### config.mk
export PLATFORM = sky130hd
export DESIGN_NAME = hazard_ctrl
export DESIGN_NICKNAME = d
export VERILOG_FILES = /design/src/rtl/hazard_ctrl_pkg.sv /design/src/rtl/hazard_fwd_sel.sv /design/src/rtl/hazard_ctrl.sv
export SDC_FILE = /design/constraint.sdc
export NUM_CORES = 1
export LEC_CHECK = 0
export CORE_MARGIN = 5
export CORE_UTILIZATION = 30
export DETAILED_ROUTE_END_ITERATION = 10
export GPL_ROUTABILITY_DRIVEN = 0
export GPL_TIMING_DRIVEN = 0
export PLACE_DENSITY = 0.62
export SYNTH_ARGS = -nofsm -noshare
export SYNTH_HDL_FRONTEND = slang
export SYNTH_SLANG_ARGS = --single-unit
### constraint.sdc
create_clock -name clk -period 2.3 [get_ports clk]
set_input_delay 0.345 -clock clk [delete_from_list [all_inputs] [get_ports clk]]
set_output_delay 0.345 -clock clk [all_outputs]
set_load 0.02 [all_outputs]
### src/rtl/hazard_ctrl_pkg.sv
// Shared types for the pipeline hazard controller: per-stage stall/flush bundle,
// register address, forwarding selects and scheduler states.
package hazard_ctrl_pkg;

   typedef logic [4:0] creg_addr_t;

   typedef struct packed {
      logic stall;
      logic flush;
   } stage_ctrl_t;

   typedef struct packed {
      stage_ctrl_t fetch;
      stage_ctrl_t decode;
      stage_ctrl_t execute;
      stage_ctrl_t memory;
      stage_ctrl_t writeback;
   } hazard_data_t;

   typedef enum logic [1:0] {
      FWD_RF = 2'd0,
      FWD_M  = 2'd1,
      FWD_W  = 2'd2
   } fwd_sel_t;

   typedef enum logic {
      IDLE       = 1'b0,
      REDIR_PEND = 1'b1
   } hazard_state_t;

   // A producer only counts if it writes a real register that matches the source.
   function automatic logic reg_match(input logic we, input creg_addr_t rd, input creg_addr_t src);
      return we && (rd != '0) && (rd == src);
   endfunction

endpackage

### src/rtl/hazard_fwd_sel.sv
// Operand forwarding select for one D-stage source register; the M stage has
// the younger result and therefore wins over W.
module hazard_fwd_sel
   import hazard_ctrl_pkg::*;
(
   input  creg_addr_t src,
   input  creg_addr_t m_rd,
   input  logic       m_reg_write,
   input  creg_addr_t w_rd,
   input  logic       w_reg_write,
   output fwd_sel_t   sel
);

   always_comb begin
      sel = FWD_RF;
      if (reg_match(m_reg_write, m_rd, src))
         sel = FWD_M;
      else if (reg_match(w_reg_write, w_rd, src))
         sel = FWD_W;
   end

endmodule

### src/rtl/hazard_ctrl.sv
// Pipeline scheduler for the 5-stage core: load-use/RAW interlocks, branch redirect
// sequencing against in-flight fetches, dmem freeze. HAZARD_FORWARD_EN enables bypassing.
//
// state      | meaning
// -----------+-----------------------------------------------------------
// IDLE       | normal operation, redirects issued directly from E
// REDIR_PEND | taken branch seen while a fetch was outstanding; waiting
//            | for that fetch to return before loading pend_pc
module hazard_ctrl
   import hazard_ctrl_pkg::*;
#(
   parameter int CNT_W = 32
) (
   input  logic             clk,
   input  logic             reset,
   input  logic             fetch_req,
   input  logic             fetch_ok,
   input  logic             dmem_req,
   input  logic             dmem_ok,
   input  logic [4:0]       d_rs,
   input  logic [4:0]       d_rt,
   input  logic             d_use_rs,
   input  logic             d_use_rt,
   input  logic [4:0]       e_rd,
   input  logic             e_reg_write,
   input  logic             e_mem_to_reg,
   input  logic [4:0]       m_rd,
   input  logic             m_reg_write,
   input  logic [4:0]       w_rd,
   input  logic             w_reg_write,
   input  logic             br_valid,
   input  logic [31:0]      br_target,
   output hazard_data_t     hazard,
   output logic             pc_redir_valid,
   output logic [31:0]      pc_redir,
   output fwd_sel_t         fwd_a,
   output fwd_sel_t         fwd_b,
   output logic [CNT_W-1:0] stall_cycles
);

   hazard_state_t state, state_nxt;
   logic [31:0]   pend_pc;
   logic          pend_load;
   logic          mem_stall, fetch_wait, load_use, data_hazard;
   fwd_sel_t      sel_a, sel_b;

   assign mem_stall  = dmem_req && !dmem_ok;
   assign fetch_wait = fetch_req && !fetch_ok;
   assign load_use   = e_mem_to_reg &&
                       ((d_use_rs && reg_match(e_reg_write, e_rd, d_rs)) ||
                        (d_use_rt && reg_match(e_reg_write, e_rd, d_rt)));

   hazard_fwd_sel u_fwd_rs (
      .src         (d_rs),
      .m_rd        (m_rd),
      .m_reg_write (m_reg_write),
      .w_rd        (w_rd),
      .w_reg_write (w_reg_write),
      .sel         (sel_a)
   );

   hazard_fwd_sel u_fwd_rt (
      .src         (d_rt),
      .m_rd        (m_rd),
      .m_reg_write (m_reg_write),
      .w_rd        (w_rd),
      .w_reg_write (w_reg_write),
      .sel         (sel_b)
   );

`ifdef HAZARD_FORWARD_EN
   assign data_hazard = load_use;
   assign fwd_a       = reset ? FWD_RF : sel_a;
   assign fwd_b       = reset ? FWD_RF : sel_b;
`else
   // Without bypassing, any in-flight producer of a D source interlocks until it leaves W.
   logic raw_e, raw_mw;
   assign raw_e  = (d_use_rs && reg_match(e_reg_write, e_rd, d_rs)) ||
                   (d_use_rt && reg_match(e_reg_write, e_rd, d_rt));
   assign raw_mw = (d_use_rs && (sel_a != FWD_RF)) ||
                   (d_use_rt && (sel_b != FWD_RF));
   assign data_hazard = load_use || raw_e || raw_mw;
   assign fwd_a       = FWD_RF;
   assign fwd_b       = FWD_RF;
`endif

   always_ff @(posedge clk) begin
      if (reset) begin
         state        <= IDLE;
         pend_pc      <= '0;
         stall_cycles <= '0;
      end else begin
         state <= state_nxt;
         if (pend_load)
            pend_pc <= br_target;
         if (hazard.fetch.stall && (stall_cycles != '1))
            stall_cycles <= stall_cycles + CNT_W'(1);
      end
   end

   always_comb begin
      state_nxt      = state;
      hazard         = '0;
      pc_redir_valid = 1'b0;
      pc_redir       = '0;
      pend_load      = 1'b0;
      if (!reset) begin
         unique case (state)
            IDLE: begin
               if (mem_stall) begin
                  hazard.fetch.stall   = 1'b1;
                  hazard.decode.stall  = 1'b1;
                  hazard.execute.stall = 1'b1;
                  hazard.memory.stall  = 1'b1;
               end else if (br_valid && !fetch_wait) begin
                  pc_redir_valid       = 1'b1;
                  pc_redir             = br_target;
                  hazard.fetch.flush   = 1'b1;
                  hazard.decode.flush  = 1'b1;
               end else if (br_valid) begin
                  pend_load            = 1'b1;
                  state_nxt            = REDIR_PEND;
                  hazard.fetch.flush   = 1'b1;
                  hazard.decode.flush  = 1'b1;
               end else if (data_hazard) begin
                  hazard.fetch.stall   = 1'b1;
                  hazard.decode.stall  = 1'b1;
                  hazard.execute.flush = 1'b1;
               end
               if (fetch_wait)
                  hazard.fetch.stall = 1'b1;
            end
            REDIR_PEND: begin
               // Whatever the outstanding fetch returns is wrong-path.
               hazard.fetch.flush = 1'b1;
               if (mem_stall) begin
                  hazard.fetch.stall   = 1'b1;
                  hazard.decode.stall  = 1'b1;
                  hazard.execute.stall = 1'b1;
                  hazard.memory.stall  = 1'b1;
               end
               if (fetch_ok) begin
                  pc_redir_valid = 1'b1;
                  pc_redir       = pend_pc;
                  state_nxt      = IDLE;
               end
            end
            default: state_nxt = IDLE;
         endcase
      end
   end

endmodule

======== Yosys cells after proc, flatten, opt, wreduce, memory -nomap -nowiden ========
Cells that the tools add are included.
W data, S select, Z words.
storage, ports and cells
  register bits after elaboration ......... 65
  bits of input ports ..................... 70
  output and inout port bits .............. 79
  word-level logic and storage cells ...... 76
operators by class
  add/sub/neg operators ................... 1
  equality and inequality tests ........... 7
  multiplexer cells ....................... 34
  bitwise logic cells ..................... 1
  reductions and logical operators ........ 30
operator list
  cell                     number
  $mux W32                 4
  $pmux W32 S2             1
  $add A32 B1 Y32 const B  1
  $ne A32 B32 Y1 const B   1
  $eq A5 B5 Y1             6
  $mux W1                  21
  $logic_and A1 B1 Y1      18
  $reduce_bool A5 Y1       3
  $mux W2                  4
  $mux W7                  1
  $pmux W3 S2              1
  $logic_or A1 B1 Y1       4
  $pmux W1 S2              2
  $reduce_bool A2 Y1       2
  $logic_not A1 Y1         3
  $not A1 Y1               1

======== Logic depth before layout (Yosys ltp) ========
Gate-level depths: netlist (run 1).
  depth after elaboration ................. 17
  gate-level depth with buffers ........... 10
  gate-level depth less buffers ........... 8

======== Modules after synthesis ========
A second synthesis (run 1) with hierarchy kept.
second synthesis, totals
  cells, all modules ...................... 497
  area, all modules ....................... 3791.1 um^2
modules (own cells, without submodules)
  module          times used  cells each  area an instance (um^2)  seq. area each (um^2)
  hazard_ctrl     1           457         3488.3                   1301.2
  hazard_fwd_sel  2           20          151.4                    0.0

======== Worst setup path after synthesis (run 1) ========
No wires, ideal clock.
  kind .................................... flip-flop to flip-flop
  start point ............................. register stall_cycles[8]
  end point ............................... register stall_cycles[1]
  library setup time ...................... 0.128 ns
  arrival time ............................ 2.326 ns
  required time ........................... 2.172 ns
  path slack .............................. -0.153 ns
  stages on the path, launching flop included .. 11
  path buffers ............................ 2
  clock period less this slack ............ 2.453 ns
  path through ............................ dfxtp_1 -> and4_1 -> nand3_2 -> nor3_4 -> nand3_1 -> or4_4 -> o21ai_4 -> buf_6 -> buf_6 -> mux2i_1 -> nor2_1
on the way
  cells in the longest elaborated chain, start to end .. 2
RTL lines
  what                      RTL line           text
  start: declaration        hazard_ctrl.sv:38  output logic [CNT_W-1:0] stall_cycles
  start signal: assignment  hazard_ctrl.sv:97  stall_cycles <= stall_cycles + CNT_W'(1);
  $ne A32 B32 Y1            hazard_ctrl.sv:96  if (hazard.fetch.stall && (stall_cycles != '1))
  $logic_and A1 B1 Y1       hazard_ctrl.sv:96
Every way passes these cells.
A chain may end at the register's enable or synchronous reset.

======== Final worst setup path (run 1) ========
  start point ............................. register stall_cycles[8]
  end point ............................... register stall_cycles[25]
on the way
  cells in the longest elaborated chain, start to end .. 2
  elaborated cells between the ends (all ways) .. 3
  classes of those cells .................. add/sub (1); eq/ne (1); reduce/logical (1)
RTL lines
  what
  parallel branches: the longest is 2 deep, another holds $add A32 B1 Y32
Several ways; the timed one is not identified.

==> impl_results.md, run 1 <==
- Max Fanout on Critical Path: 5
- GR Util All Layers: 16.5%
- PortBufs: 139
- CP Class: reg -> reg
- Number of diodes: 0
- Measured slew at the worst slew-check pin: between 600 and 700 ps
- Fin Hold WS: between 400 and 500 ps
- Area growth, synth to finish: 68.2%
- First-pass GRT wire length: 20000 um
- Part of the power in registers: 35.4%
- Utilization after layout: 51.0%
- Net Sw Frac: between 20 and 25%
- Worst Setup Start Kind: register
- Asr flop ratio synth: 0%
- Initial DRC Count: 211
- Status: finished, violations left
- Clk root buf: clkbuf_16
- Maximum VDD drop: between 0.0002 and 0.0003 V
- IO Pins: between 100 and 150
- Clock Sinks: 65
- Tot Pwr: ~3.2 mW
- Clock skew: 7.78 ps
- Synth Flop Type: dfxtp_1
- Placed inst area: 5460 um2
- FMAX: 406 MHz
- Ys Warns: 0
- Max-cap violations: 0
- Starting Density: between 30% and 40%
- Sw Pwr: 0.804 mW
- Register area share after synthesis: 34.3%
- PD cells: 504 nW/um2
- CTS Buf Count: 9
- Commonest non-fill, non-tap cells in the layout: clkdlybuf4s50_1 (76), nand2_1 (74), dfxtp_1 (51), a21oi_1 (47), buf_4 (44)
- Post-synth top area cell: dfxtp_1
- Longest Clk Path Bufs: 2
- Combinational share of power: 17.0%
- Register bit total from synthesis: 65
- Synth unique cells: 45
- Critical path required time: between 2000 and 3000 ps
- Post-synth EDFFs: 0
- Lkg Pwr: 2.32 nW
- Routed WL per cell: 15.5 um
- Violated checks: setup timing
- Clock transition at path regs: 60 ps
- Clock power frac: 47.6%
- Crit path arrival time: 2720 ps
- Post-DR vias/cell: 4.93
- Routed Antenna Nets: 0
- Avg Inst Size Synth: 8.01 um2
- Drt drc: 0
- Die W: between 100 and 150 um
- Share of the synthesized area in the top cell type: 34.3%
- FF-to-FF setup slack: -170 ps
- Max-slew violations: 0
- Largest net degree at the start of global routing: 13
- Final worst slack: -166 ps
- Layout cells sized above 1: 32.0%
- Vias in the first global route: ~4100
- Nets: 742
- Die Ht: 123 um
- CP Capture Type: register
- P_int: around 2.4 mW
- Synth top area cells: dfxtp_1 (34%), mux2i_1 (9.2%), a21oi_1 (7.4%)
- Routed vias: 4183
- Design Area, Final: 6390 um2
- Gr ovfl total: 0
- Gate Count Post-Synth: 474
- Full die area: 15000 um2
- Site row count: 41
- Initial DRT Pass Iterations: 4
- Synth Cell Area: approximately 3800 um2
- Max-slew headroom: 57.2%
- Hold/Removal Path Class: reg -> reg
- Final Cycle Share: 107%
- Final min period: 2470 ps
- Max H-tree Level: 3
- Post-DP HPWL: 8930 um
- Skew-Pair Late Insertion Delay: between 300 and 400 ps
- CTS tree: built
- Final setup fails: 33
- Antenna violations before repair: 0
- Commonest non-fill, non-tap cell in the layout: clkdlybuf4s50_1
- Routed WL: roughly 13000 um
- CORE AREA: between 10000 and 15000 um2
- Unrepaired setup endpoints after global routing: true
- Hold Vio Cnt, Final: 0
[cell usage after synthesis (2+ instances only)]
| cell type | number |
|---|---|
| nand2_1 | 74 |
| dfxtp_1 | 65 |
| a21oi_1 | 56 |
| nor2_1 | 44 |
| mux2i_1 | 35 |
| xor2_1 | 27 |
| clkbuf_1 | 23 |
| or4_1 | 22 |
| o31ai_1 | 18 |
| inv_1 | 10 |
| and3_1 | 9 |
| buf_4 | 8 |
| nand3_1 | 7 |
| nor4_1 | 7 |
| xnor2_1 | 7 |
| buf_6 | 5 |
| o21ai_1 | 5 |
| or2_2 | 5 |
| or3_1 | 5 |
| nand2b_1 | 4 |
| nand4_1 | 4 |
| and4_1 | 3 |
| o2111ai_1 | 3 |
| o221ai_1 | 3 |
| nand3b_1 | 2 |
| nor2b_1 | 2 |
| nor3_1 | 2 |
| o21ai_0 | 2 |
[flip-flops by register name, summed over array words and instances (netlist names)]
signal        flops
state             1
stall_cycles     32
pend_pc          32
[routing by layer]
layer / global-route usage (%) / part of all wire (%) / routed length (um) / vias to the layer above
li1: - / - / - / 2057
met1: 20.5 / 43 / 5610 / 1968
met2: 27.6 / 49 / 6470 / 134
met3: 5.02 / 6.2 / 812 / 24
met4: 4.83 / 1.9 / 247 / 0
met5: 0 / 0 / 0 / -
[path summary, 6_finish.rpt]
kind,startpoint,to,depth (start not counted)
worst max-delay path,stall_cycles[8],stall_cycles[25],11
worst min-delay path,pend_pc[6],pend_pc[6],2
worst max register to register,stall_cycles[8],stall_cycles[25],11
worst min register to register,pend_pc[6],pend_pc[6],2
[metrics by stage]
stage,setup TNS [ps],worst slack (ps),instances
2_1_floorplan,0,1.67,480
3_3_place_gp,-47450,-939,791
5_1_grt,-5200,-250,848
3_5_place_dp,-52720,-972,791
4_1_cts,-1840,-129,834
6_report,-2580,-166,848
[worst max-delay path, cell delays in order (launching register included)]
cell	delay, ps
dfxtp_4	370
and4_4	250
nand3_4	100
nor3_4	240
nand3_2	100
or4_4	560
o21ai_4	120
buf_6	140
buf_6	130
buf_6	120
o31ai_1	100
a21oi_1	170
[power by group through the flow]
stage               Sequential, mW  Combinational, mW  Clock, mW
global route                  1.14              0.588       1.61
CTS                           1.14              0.543       1.56
global placement              1.17              0.486          0
finish                        1.14              0.547       1.53
floorplan                     1.17              0.233          0
detailed placement            1.17              0.490          0
[repair_timing]
item                                    in CTS  in global routing
gates cloned                                 3                  1
endpoints found under the setup margin      70                 63
pin swaps                                   26                 34
setup buffers                               24                 15
endpoints found under the hold margin        0                  0
gates resized for setup                    277                 69
hold buffers                                 0                  0
[area by class of cell]
| type | count | area (um2) |
|---|---|---|
| multi-input cells | 370 | 2620 |
| fillers | 1215 | 6130 |
| well taps | 172 | 215 |
| repair buffers | 180 | 1600 |
| flip-flops and latches | 65 | 1340 |
| inverters | 10 | 37.5 |
| plain buffers | 35 | 241 |
| clock buffers | 11 | 254 |
| clock inverters | 5 | 77.6 |
[kinds of logic after synthesis]
family	count (synthesis)	synth area share [%]
simple gates	199	26.6
compound gates	92	14.9
flops	65	34.3
buf+inv	46	6.33
mux	36	9.62
xor+xnor	34	7.84
fa+ha+maj	1	0.329
other cells	1	0.0988
Note: power is estimated with default switching activity, not from simulation.
==> run 2: changes to the inputs <==
--- a/config.mk
+++ b/config.mk
@@ -10,7 +10,8 @@
 export DETAILED_ROUTE_END_ITERATION = 10
 export GPL_ROUTABILITY_DRIVEN = 0
 export GPL_TIMING_DRIVEN = 0
-export PLACE_DENSITY = 0.62
+export PLACE_DENSITY = 0.6
+export SLEW_MARGIN = 40
 export SYNTH_ARGS = -nofsm -noshare
 export SYNTH_HDL_FRONTEND = slang
 export SYNTH_SLANG_ARGS = --single-unit
==> constraint.sdc (replaced) <==
create_clock -name clk -period 2.7 [get_ports clk]
set_input_delay 0.405 -clock clk [delete_from_list [all_inputs] [get_ports clk]]
set_output_delay 0.405 -clock clk [all_outputs]
set_load 0.02 [all_outputs]
==> run 2 against run 1 <==
Effect of this change: the flow now finishes without violations; clock-buffer cell count decreased by 1; final area decreased by 8.9%; combinational power decreased by 26%; final cell count decreased by 4.1%; register-to-register slack improved by 310 ps; utilization decreased by 4.6 points; critical endpoint is now stall_cycles[10]; clock skew about the same; die area unchanged; clock power decreased by 23%.
==> impl_results.md, run 2 (synthesis results as in run 1) <==
- Final setup fails: 0 (was 33)
- FMAX: 386 MHz
- Status: completed (was finished, violations left)
- Drt drc: 0 (unchanged)
- Dpl ws: -709 ps (was -972 ps)
- Gr ovfl total: 0 (unchanged)
- Site row count: 41 (unchanged)
- Met3 WL post-DR: 826 um (was 812 um)
- Final Cycle Share: 95.8%
- Hold/Removal Path Class: reg -> reg (unchanged)
- Post-DP HPWL: 9220 um (was 8930 um)
- Min-delay src: pend_pc[6] (unchanged)
- Hold path depth: 2 (unchanged)
- Maximum VDD drop: 0.000214 V (was 0.000285 V)
- CORE AREA: 12500 um2 (unchanged)
- Crit path arrival time: 2840 ps (was 2720 ps)
- Setup TNS: 0 ps (was -2580 ps)
- RR Endpoint: stall_cycles[1] (was stall_cycles[25])
- Largest net degree at the start of global routing: 13 (unchanged)
- Layout cells sized above 1: 14.0% (was 32.0%)
- Die W: 123 um (unchanged)
- Max H-tree Level: 3 (unchanged)
- Routed WL per cell: 14.9 um (was 15.5 um)
- Highest routed layer: met4 (unchanged)
- Placed Instances: 791 (unchanged)
- Measured slew at the worst slew-check pin: 582 ps (was 641 ps)
- Max-cap violations: 0 (unchanged)
- Commonest non-fill, non-tap cell in the layout: clkdlybuf4s50_1 (unchanged)
- Routed WL: 12100 um (was 13100 um)
- Tot Pwr: 2.57 mW (was 3.22 mW)
- Lkg Pwr: 2.16 nW (was 2.32 nW)
- Full die area: 15000 um2 (unchanged)
- FF-to-FF setup slack: 140 ps (was -170 ps)
- Utilization after layout: 46.5% (was 51.0%)
- Initial DRC Count: 157 (was 211)
- Min-Delay Endpoint: pend_pc[6] (unchanged)
- Clk root buf: clkbuf_16 (unchanged)
- First-pass GRT wire length: 19500 um (was 20000 um)
- Clock skew: 8.24 ps (was 7.78 ps)
- PortBufs: 139 (unchanged)
- M1 WL: 5110 um (was 5610 um)
- GR Util All Layers: 16.0% (was 16.5%)
- Max-slew headroom: 61.2% (was 57.2%)
- Final worst slack: 112 ps (was -166 ps)
- Routed vias: 3987 (was 4183)
- Post-route non-filler standard cell count: 813 (was 848)
- Longest Clk Path Bufs: 2 (unchanged)
- Routed Antenna Nets: 0 (unchanged)
- Commonest non-fill, non-tap cells in the layout: clkdlybuf4s50_1 (79), nand2_1 (74), dfxtp_1 (59), a21oi_1 (54), nor2_1 (44) (was clkdlybuf4s50_1 (76), nand2_1 (74), dfxtp_1 (51), a21oi_1 (47), buf_4 (44))
- Design Area, Final: 5820 um2 (was 6390 um2)
- Initial DRT Pass Iterations: 4 (unchanged)
- Reg2reg path depth: 8 (was 11)
- Final min period: 2590 ps
- Worst Setup Start Kind: primary input (was register)
- Starting Density: 30.3% (unchanged)
- CP Capture Type: register (unchanged)
- R2R Path Start: stall_cycles[5] (was stall_cycles[8])
- Clock transition at path regs: 60 ps (about the same)
- CTS tree: built (unchanged)
- Nets: 707 (was 742)
- Max-slew violations: 0 (unchanged)
- Post-DR vias/cell: 4.90 (was 4.93)
- Area growth, synth to finish: 53.2% (was 68.2%)
- IO Pins: 149 (unchanged)
- Top flop regs: pend_pc (32), stall_cycles (32), state (1) (unchanged)
- PD cells: 442 nW/um2 (was 504 nW/um2)
- Number of diodes: 0 (unchanged)
- Vias in the first global route: 4054 (was 4109)
- Met2 wire length: 5950 um (was 6470 um)
- Fin Hold WS: 455 ps (was 452 ps)
- Clock Sinks: 65 (unchanged)
- CTS Buf Count: 9 (unchanged)
- Critical path required time: 2950 ps (was 2550 ps)
- Antenna violations before repair: 0 (unchanged)
- Skew-Pair Late Insertion Delay: 330 ps (about the same)
- Max Fanout on Critical Path: 7 (was 5)
- Hold Vio Cnt, Final: 0 (unchanged)
- CP Class: in -> reg (was reg -> reg)
- Placed inst area: 5430 um2 (was 5460 um2)
- Die Ht: 123 um (unchanged)
[run 2: cell types whose count changed in the layout (fill, tap and decap cells not counted), sizes merged, moves of 3 or more]
cell,delta
clkdlybuf4s15,-8
buf,-81
clkbuf,+11
dlymetal6s2s,+5
dlygate4sd2,+35
clkdlybuf4s50,+3
[run 2: report_power, final]
| group | internal, mW | switching, mW | leakage [nW] |
|---|---|---|---|
| logic | 0.194 | 0.213 | 1.49 |
| registers | 0.969 | 0.00954 | 0.528 |
| clock network | 0.741 | 0.443 | 0.145 |
[run 2: worst max path at each step]
| stage | from | endpoint | slack, ps | cells past startpoint |
|---|---|---|---|---|
| 2_1_floorplan | stall_cycles[8] | stall_cycles[1] | 250 | 10 |
| 3_3_place_gp | d_rs[2] | hazard[4] | -630 | 8 |
| 3_5_place_dp | d_rt[0] | hazard[4] | -710 | 8 |
| 4_1_cts | w_rd[2] | hazard[7] | 0.4 | 6 |
| 5_1_grt | d_rt[0] | stall_cycles[10] | -7 | 12 |
| 6_report | d_rt[0] | stall_cycles[10] | 110 | 12 |
[run 2: repair_timing]
item / 4_1_cts / 5_1_grt
buffers inserted: 1 / 6
gates cloned: 0 / 0
resized for setup: 80 / 43
endpoints found under the setup margin: 62 / 58
hold buffers: 0 / 0
pin swaps: 7 / 10
[run 2: worst max-delay path, stage by stage]
cell	delay [ps]
clkdlybuf4s15_1	260
xor2_1	220
nor4_2	320
and3_1	250
o221ai_4	110
a31oi_4	180
buf_6	150
o21ai_4	90
buf_6	150
buf_4	150
or4_1	420
a21oi_2	140
[run 2: per-layer routing]
| metal | up-vias | global-route usage, % |
|---|---|---|
| li1 | 1991 | - |
| met1 | 1849 | 19.6 |
| met2 | 133 | 26.8 |
| met3 | 14 | 4.61 |
| met4 | 0 | 5.74 |
| met5 | - | 0 |
[run 2: area by class of cell]
type                    instances  area (um2)
repair buffers                146        1350
plain buffers                  35         206
well taps                     172         215
fillers                      1293        6700
flip-flops and latches         65        1310
clock buffers                  10         239
multi-input cells             369        2380
inverters                      10        37.5
clock inverters                 6        67.6
==> run 3: changes to the inputs <==
--- a/config.mk
+++ b/config.mk
@@ -5,12 +5,13 @@
 export SDC_FILE = /design/constraint.sdc
 export NUM_CORES = 1
 export LEC_CHECK = 0
+export ABC_AREA = 1
 export CORE_MARGIN = 5
 export CORE_UTILIZATION = 30
 export DETAILED_ROUTE_END_ITERATION = 10
 export GPL_ROUTABILITY_DRIVEN = 0
 export GPL_TIMING_DRIVEN = 0
-export PLACE_DENSITY = 0.6
+export PLACE_DENSITY = 0.58
 export SLEW_MARGIN = 40
 export SYNTH_ARGS = -nofsm -noshare
 export SYNTH_HDL_FRONTEND = slang
==> run 3 against run 2 <==
Effect of this change: final area up 5.5%; sequential cell count is the same; worst setup slack improved by 35 ps; register-to-register slack improved by 230 ps; largest cell class unchanged; global-route usage grew 1.2 points; worst hold slack gained 30 ps; clock power barely moved; first-iteration DRC count is 63% higher; via count increased by 20%; critical path type is now reg -> out.
==> impl_results.md, run 3 <==
- Status: completed (unchanged)
- Min-Delay Endpoint: pend_pc[18] (was pend_pc[6])
- M1 WL: 6120 um (was 5110 um)
- Max Fanout on Critical Path: 10 (was 7)
- Hold/Removal Path Class: reg -> reg (unchanged)
- Final min period: 2550 ps (was 2590 ps)
- FF-to-FF setup slack: 370 ps (was 140 ps)
- CP Class: reg -> out (was in -> reg)
- Full die area: 16700 um2 (was 15000 um2)
- Count leader, synth: nor2_1 (was nand2_1)
- Vias in the first global route: 4466 (was 4054)
- Crit-path cells: clkinv_2 > clkbuf_1 > a21oi_1 > clkdlybuf4s50_1 (was clkdlybuf4s15_1 > xor2_1 > nor4_2 > and3_1 > o221ai_4 > a31oi_4 > buf_6 > o21ai_4 > buf_6 > buf_4 > or4_1 > a21oi_2)
- Post-synth top area cell: dfxtp_1 (unchanged)
- Synth unique cells: 30 (was 45)
- Unrepaired setup endpoints after global routing: false
- FMAX: 392 MHz (was 386 MHz)
- Register bit total from synthesis: 65 (unchanged)
- Routed Antenna Nets: 0 (unchanged)
- First-pass GRT wire length: 22900 um (was 19500 um)
- Gate Count Post-Synth: 696 (was 474)
- Routed WL per cell: 13.8 um (was 14.9 um)
- Register area share after synthesis: 30.4% (was 34.3%)
- CP Capture Type: primary output (was register)
- Initial DRT Pass Iterations: 5 (was 4)
- Skew-Pair Late Insertion Delay: 330 ps (about the same)
- Placed Instances: 1021 (was 791)
- Die Ht: 129 um (was 123 um)
- Clock transition at path regs: 60 ps (about the same)
- Post-synth EDFFs: 0 (unchanged)
- Drt drc: 0 (unchanged)
- Post-DP HPWL: 11400 um (was 9220 um)
- Largest stage delay, worst path: 660 ps (was 420 ps)
- Synth top area cells: dfxtp_1 (30%), nor2_1 (16%), nand2_1 (11%) (was dfxtp_1 (34%), mux2i_1 (9.2%), a21oi_1 (7.4%))
- Final Cycle Share: 94.6% (was 95.8%)
- Routed WL: 14300 um (was 12100 um)
- CTS Hold Bufs: 0 (unchanged)
- Largest net degree at the start of global routing: 17 (was 13)
- Top flop regs: pend_pc (32), stall_cycles (32), state (1) (unchanged)
- CORE AREA: 13900 um2 (was 12500 um2)
- GR Util All Layers: 17.2% (was 16.0%)
- Clk root buf: clkbuf_16 (unchanged)
- Gr ovfl total: 0 (unchanged)
- Tot Pwr: 2.67 mW (was 2.57 mW)
- Post-DR vias/cell: 4.62 (was 4.90)
- Commonest non-fill, non-tap cells in the layout: nor2_1 (186), nand2_1 (129), clkdlybuf4s50_1 (103), dfxtp_1 (65), nor3_1 (49) (was clkdlybuf4s50_1 (79), nand2_1 (74), dfxtp_1 (59), a21oi_1 (54), nor2_1 (44))
- Initial DRC Count: 256 (was 157)
- CTS tree: built (unchanged)
- Hold path depth: 2 (unchanged)
- Met3 WL post-DR: 1450 um (was 826 um)
- Longest Clk Path Bufs: 2 (unchanged)
- Final setup fails: 0 (unchanged)
- Critical path required time: 2300 ps (was 2950 ps)
- PortBufs: 139 (unchanged)
- Area growth, synth to finish: 43.5% (was 53.2%)
- RR Endpoint: stall_cycles[16] (was stall_cycles[1])
- Max-cap violations: 0 (unchanged)
- Synth Flop Type: dfxtp_1 (unchanged)
- CP top delay family: buffers and inverters (was simple AND/OR/NAND/NOR gates)
- Ys Warns: 0 (unchanged)
- R2R Path Start: stall_cycles[0] (was stall_cycles[5])
- Routed vias: 4795 (was 3987)
- Asr flop ratio synth: 0% (unchanged)
- Post-route non-filler standard cell count: 1039 (was 813)
- Measured slew at the worst slew-check pin: 579 ps (was 582 ps)
- Starting Density: 30.7% (was 30.3%)
- Clock skew: 6.39 ps (was 8.24 ps)
- Lkg Pwr: 2.58 nW (was 2.16 nW)
- CTS Buf Count: 9 (unchanged)
- Met2 wire length: 6470 um (was 5950 um)
- Commonest non-fill, non-tap cell in the layout: nor2_1 (was clkdlybuf4s50_1)
- Max-slew violations: 0 (unchanged)
- Antenna violations before repair: 0 (unchanged)
- Nets: 925 (was 707)
- Synth Cell Area: 4280 um2 (was 3800 um2)
- Crit path arrival time: 2150 ps (was 2840 ps)
- Hold Vio Cnt, Final: 0 (unchanged)
- Synth cell count leaders: nor2_1 (187), nand2_1 (130), dfxtp_1 (65) (was nand2_1 (74), dfxtp_1 (65), a21oi_1 (56))
- Die W: 129 um (was 123 um)
- Reg2reg path depth: 13 (was 8)
- Min-delay src: pend_pc[18] (was pend_pc[6])
- Crit-path slowest cell: clkdlybuf4s50_1 (was or4_1)
- Max H-tree Level: 3 (unchanged)
- Max-slew headroom: 61.4% (was 61.2%)
- Worst Setup Start Kind: register (was primary input)
- PD cells: 435 nW/um2 (was 442 nW/um2)
- Layout cells sized above 1: 10.2% (was 14.0%)
- Placed inst area: 5920 um2 (was 5430 um2)
- Avg Inst Size Synth: 6.14 um2 (was 8.01 um2)
- WP buf/inv: 3 (was 4)
- Site row count: 43 (was 41)
- Maximum VDD drop: 0.000337 V (was 0.000214 V)
- Design Area, Final: 6140 um2 (was 5820 um2)
- Clock Sinks: 65 (unchanged)
- Number of diodes: 0 (unchanged)
- Share of the synthesized area in the top cell type: 30.4% (was 34.3%)
- Utilization after layout: 44.1% (was 46.5%)
- Highest routed layer: met4 (unchanged)
- IO Pins: 149 (unchanged)
## run 3: worst min-delay path: cells and delay by family (launching register included)
kind | cells | cell delay [ps]
DFF | 1 | 330
and+or+nand+nor | 2 | 130
## run 3: final cells by class
cell class	instances	area, um2
Tap cell	180	225
Fill cell	1504	7800
Sequential cell	65	1300
Inverter	48	181
Multi-Input combinational cell	549	2620
Buffer	38	215
Clock inverter	2	35.0
Clock buffer	14	274
Timing Repair Buffer	143	1290
## run 3: repair_timing
action / 4_1_cts / 5_1_grt
resized for setup: 44 / 94
endpoints found under the hold margin: 0 / 0
setup endpoints to repair: 37 / 35
setup buffers: 0 / 4
## run 3: cell families (layout without fill, tap and decap cells)
family          count (synthesis)  count (layout)  share of synthesized area, %
simple gates                  429             429                          42.9
fa+ha+maj                       1               1                         0.293
flops                          65              65                          30.4
xor+xnor                       46              46                          9.42
other cells                     1               7                        0.0877
buf+inv                        88             245                          9.19
compound gates                 66              66                          7.72
## run 3: how the worst max path moves through the flow
stage | from | slack [ps] | depth (start not counted) | end
2_1_floorplan | stall_cycles[0] | 650 | 13 | stall_cycles[12]
4_1_cts | dmem_ok | 30 | 8 | pc_redir[0]
3_3_place_gp | d_rs[2] | -420 | 13 | hazard[9]
6_report | state | 150 | 4 | hazard[8]
3_5_place_dp | d_rt[2] | -430 | 13 | hazard[9]
5_1_grt | state | 2 | 4 | hazard[8]
## run 3: layer usage
layer,global-route usage (%),vias to the layer above
li1,-,2514
met1,20.5,2107
met2,28.1,155
met3,8.29,19
met4,3.89,0
met5,0,-
## run 3: per-stage QoR
step	setup slack (ps)	setup TNS (ps)	hold WS, ps
3_5_place_dp	-431	-11590	472
4_1_cts	30.9	0	485
5_1_grt	1.91	0	507
2_1_floorplan	653	0	456
3_3_place_gp	-416	-11270	462
6_report	147	0	484
## run 3: where the power goes
group | switching, mW | total, mW | leakage [nW] | internal, mW
clock | 0.419 | 1.21 | 0.153 | 0.789
sequential | 0.0129 | 0.991 | 0.526 | 0.978
combinational | 0.253 | 0.469 | 1.91 | 0.216
